### src/rtl/mem_cycle_sequencer.sv
// Multi-cycle fetch/decode/execute/memory/writeback sequencer driving MAR/MDR and the MOV/MOC handshake.
// Optional access watchdog enabled by defining MEM_TIMEOUT_EN.
module mem_cycle_sequencer #(
    parameter int TIMEOUT_CYCLES = 16,
    parameter int CNT_W          = 5
) (
    input  logic       clk,
    input  logic       reset_n,
    input  logic       run,
    input  logic [2:0] opcode,
    input  logic       MOC,
    output logic       MOV,
    output logic       RW,
    output logic       MAREnable,
    output logic       mar_sel,
    output logic       MDREnable,
    output logic       mdr_sel,
    output logic       ir_load,
    output logic       pc_load,
    output logic       reg_write,
    output logic [2:0] state,
    output logic       bus_error
);

    typedef enum logic [2:0] {
        IDLE       = 3'd0,
        FETCH_ADDR = 3'd1,
        FETCH_MEM  = 3'd2,
        DECODE     = 3'd3,
        EXEC       = 3'd4,
        MEM_ADDR   = 3'd5,
        MEM_ACC    = 3'd6,
        WB         = 3'd7
    } state_t;

    state_t cur_state, nxt_state, end_state;
    logic   is_lw, is_sw;
    logic   timed_out, idle_block;

    assign is_lw     = (opcode == 3'b100);
    assign is_sw     = (opcode == 3'b101);
    assign end_state = run ? FETCH_ADDR : IDLE;
    assign state     = cur_state;

`ifdef MEM_TIMEOUT_EN
    logic [CNT_W-1:0] wait_cnt;
    logic             err_flag;
    logic             waiting;

    assign waiting   = (cur_state == FETCH_MEM) || (cur_state == MEM_ACC);
    assign timed_out = waiting && !MOC && (wait_cnt == CNT_W'(TIMEOUT_CYCLES - 1));

    // Counter is zero whenever we are outside a wait state, so every access starts fresh.
    always_ff @(posedge clk or negedge reset_n) begin
        if (!reset_n) begin
            wait_cnt <= '0;
            err_flag <= 1'b0;
        end else begin
            if (waiting && !MOC)
                wait_cnt <= wait_cnt + 1'b1;
            else
                wait_cnt <= '0;
            if (timed_out)
                err_flag <= 1'b1;
        end
    end

    assign bus_error  = err_flag;
    assign idle_block = err_flag;
`else
    assign timed_out  = 1'b0;
    assign idle_block = 1'b0;
    assign bus_error  = 1'b0;
`endif

    always_ff @(posedge clk or negedge reset_n) begin
        if (!reset_n)
            cur_state <= IDLE;
        else
            cur_state <= nxt_state;
    end

    always_comb begin
        nxt_state = cur_state;
        MOV       = 1'b0;
        RW        = 1'b0;
        MAREnable = 1'b0;
        mar_sel   = 1'b0;
        MDREnable = 1'b0;
        mdr_sel   = 1'b0;
        ir_load   = 1'b0;
        pc_load   = 1'b0;
        reg_write = 1'b0;
        case (cur_state)
            IDLE: begin
                if (run && !idle_block)
                    nxt_state = FETCH_ADDR;
            end
            FETCH_ADDR: begin
                MAREnable = 1'b1;
                nxt_state = FETCH_MEM;
            end
            FETCH_MEM: begin
                MOV       = 1'b1;
                RW        = 1'b1;
                MDREnable = MOC;
                if (MOC)
                    nxt_state = DECODE;
                else if (timed_out)
                    nxt_state = IDLE;
            end
            DECODE: begin
                ir_load   = 1'b1;
                pc_load   = 1'b1;
                nxt_state = EXEC;
            end
            EXEC: begin
                if (is_lw || is_sw) begin
                    nxt_state = MEM_ADDR;
                end else begin
                    // 010 and 110 produce no register result
                    reg_write = !((opcode == 3'b010) || (opcode == 3'b110));
                    nxt_state = end_state;
                end
            end
            MEM_ADDR: begin
                MAREnable = 1'b1;
                mar_sel   = 1'b1;
                if (is_sw) begin
                    MDREnable = 1'b1;
                    mdr_sel   = 1'b1;
                end
                nxt_state = MEM_ACC;
            end
            MEM_ACC: begin
                MOV = 1'b1;
                RW  = is_lw;
                if (is_lw)
                    MDREnable = MOC;
                if (MOC)
                    nxt_state = is_lw ? WB : end_state;
                else if (timed_out)
                    nxt_state = IDLE;
            end
            WB: begin
                reg_write = 1'b1;
                nxt_state = end_state;
            end
            default: nxt_state = IDLE;
        endcase
    end

endmodule

### config.mk
export PLATFORM = sky130hd
export DESIGN_NAME = mem_cycle_sequencer
export DESIGN_NICKNAME = d
export VERILOG_FILES = /design/src/rtl/mem_cycle_sequencer.sv
export SDC_FILE = /design/constraint.sdc
export NUM_CORES = 1
export LEC_CHECK = 0
export ABC_CLOCK_PERIOD_IN_PS = 1100
export CORE_AREA = 3 3 40 42
export DETAILED_ROUTE_END_ITERATION = 6
export DIE_AREA = 0 0 43 45
export GPL_TIMING_DRIVEN = 1
export PLACE_DENSITY = 0.54
export SETUP_SLACK_MARGIN = 0.4
export SLEW_MARGIN = 20
export SYNTH_ARGS = -nofsm -noshare
export SYNTH_HDL_FRONTEND = slang
export SYNTH_SLANG_ARGS = --single-unit
### constraint.sdc
create_clock -name clk -period 1.1 [get_ports clk]
set_input_delay 0.33 -clock clk [delete_from_list [all_inputs] [get_ports clk]]
set_output_delay 0.33 -clock clk [all_outputs]
set_load 0.02 [all_outputs]
==> metrics.cfg <==
[routing]
dr.pass1.iters=4
postRouteAntennaNets=0
drtIter0Drc=2
met2WireLength_um=589
vias=434
wl_met3_um=92
top_layer=met4
drc=0
drt-total-wl_mm=1.09
m1WireLength_um=398
wire_per_inst_um=11.9
vias_per_cell=4.77

[placement]
place.gp.congestion=0.807
portBuffers=18
dpl_cell_area_sq_um=606
dp.cells=82
hpwl_um=731

[clocking]
clockBufferDepth=2
cts_made_buffers=3
clock-root-buffer=clkbuf_4
cts_max_level=1
clk_latency_ps=230
numClockSinks=3
hold_buffers=0
clk_pin_slew_ps=40
cts_tree=yes

[layout]
fin_cells=91
diodes=0
largest_register_ffs=3
final.fill_count=118
final_nets=84
regArea_sq_um=78.8
final_layout_size_suffix_gt1_share_pct=73.7
multiInputGateArea_sq_um=280
fin_area_sq_um=746
area_delta_synth_final_pct=149
utilization_pct=58.0

[floorplanning]
dieArea_sq_um=1940
start_util_pct=23.3
core_sq_um=1280
die_x_um=43
die_h_um=45
pin_count=20
core.rowCount=13

[grt]
antenna_found_initial=0
overflow=0
grtUsageTotal_pct=12.8
grt_pass1_wl_mm=1.78
grt_pass1_vias=410
grt_start_max_net_pins=7

[synth]
postSynthAreaPerCell_sq_um=7.48
yosysUniqueCellTypes=23
syn_nets=47
yosys_warnings=0
synth_seq_area_share_pct=25.1
syn_area_sq_um=299
postSynthCellCount=40
synth_seq_cells=3

[timing]
maxSlewViolCount=0
setup_viol=14
period_share_pct=145
fin_skew_ps=0.681
max_freq_mhz=626
rsz0062_at_grt=yes
fin_crit_ps=1600
setup_slack_ps=-498
hold_violations=0

[setup_path]
cp_slowest_cell=dfrtp_2
cp.arrival_ps=1270
crit_chain=and2b_4 > nand2_4 > nor2_4 > a31o_4 > buf_6
critical_path.max_fanout=5
cp_top_family=flip-flops
worst_setup_path_end_kind=output pin
worst_setup_path_start_kind=flip-flop
slowest_delay_ps=430
critical_path_buf_inv_count=1
critical_path_class=reg2out
critPathRequiredTime_ps=770

[worst_hold_path]
hold_class=in2async

[run_status]
failed_checks=negative setup slack
outcome=complete, but fails checks

[job]
cap_violations=0

[power]
power_density_nw_per_um2=2780
peakVddDrop_uv=1290
leakage_nw=0.361

-- worst paths after layout --
check	start	end	slack, ps	depth (start not counted)
setup / recovery	state[0]$_DFFE_PN0P_	MDREnable	-500	5
hold / removal	reset_n	state[0]$_DFFE_PN0P_	290	1
setup reg to reg	state[2]$_DFFE_PN0P_	state[2]$_DFFE_PN0P_	-150	4
hold reg to reg	state[0]$_DFFE_PN0P_	state[0]$_DFFE_PN0P_	730	3
max in group asynchronous	reset_n	state[1]$_DFFE_PN0P_	650	1
min in group clk	state[0]$_DFFE_PN0P_	state[0]$_DFFE_PN0P_	730	3
-- synth_stat cells --
cell / n / area, sq um
conb_1: 1 / 3.75
mux2_2: 1 / 11.3
buf_4: 2 / 15.0
a22o_1: 2 / 17.5
nor2b_1: 1 / 6.26
o211ai_1: 1 / 7.51
nor2b_2: 1 / 8.76
inv_1: 1 / 3.75
o21ai_0: 3 / 15.0
buf_6: 1 / 11.3
nor2_1: 4 / 15.0
a31o_1: 1 / 8.76
and2b_4: 1 / 10.0
nand2b_1: 1 / 6.26
or3_1: 2 / 12.5
dfrtp_1: 3 / 75.1
buf_2: 1 / 5.00
a21o_1: 1 / 7.51
a21boi_0: 1 / 7.51
and2_1: 2 / 12.5
o21ai_1: 1 / 5.00
nand2_1: 5 / 18.8
a21oi_1: 3 / 15.0
-- stage by stage --
stage / TNS (ps) / power, mW / hold WS, ps / setup slack [ps]
final: -4690 / 2.07 / 288 / -498
after global routing: -5260 / 2.21 / 285 / -539
after CTS: -4660 / 1.97 / 283 / -519
after detailed placement: -10080 / 1.49 / 527 / -1210
after global placement: -10100 / 1.49 / 525 / -1230
after floorplan: -2340 / 0.909 / 34.4 / -417
-- layout by cell type, fill, tap and decap left out, types with 2 or more instances in the layout --
master	instances
buf_4	12
nor2b_4	2
clkbuf_4	3
nand2_1	3
dfrtp_2	3
a21oi_2	3
buf_6	17
o21ai_0	2
clkdlybuf4s50_1	2
dlygate4sd2_1	3
a22o_1	2
nor2_4	2
-- where the power goes --
part	switching, mW	total (mW)	internal [mW]
combinational	0.703	1.64	0.935
sequential	0.0681	0.242	0.174
clock	0.0535	0.189	0.136
total	0.825	2.07	1.25
-- cells by family after synthesis --
kind of cell,count (synthesis),share of synthesized area [%]
AOI/OAI and AO/OA,13,28.0
muxes,1,3.77
other,1,1.25
and+or+nand+nor,17,30.1
DFF,3,25.1
buffers and inverters,5,11.7
-- metal layers --
layer	track usage, %	up-vias
met4	9.04	0
met5	0	-
met3	3.59	2
met1	12.8	211
met2	23.1	13
li1	-	208
-- worst reg2reg max path, cell delays in order, from the launching register on --
cell     delay, ps
dfrtp_2        400
buf_6          120
buf_6          100
mux2_2         330
a22o_1         180
-- layout make-up --
| cell class | count | area share [%] |
|---|---|---|
| sequential | 3 | 10.6 |
| multi-input combinational | 32 | 37.6 |
| timing repair buffer | 36 | 45.3 |
| inverter | 1 | 0.503 |
| clock buffer | 4 | 3.52 |
| tap | 15 | 2.52 |
-- what timing repair did --
action | 4_1_cts | 5_1_grt
cloned | 0 | 0
buffers inserted | 4 | 1
setup endpoints to repair | 15 | 15
gates resized for setup | 86 | 11
pin swaps | 2 | 3
Power figures use the tool's default switching activity.
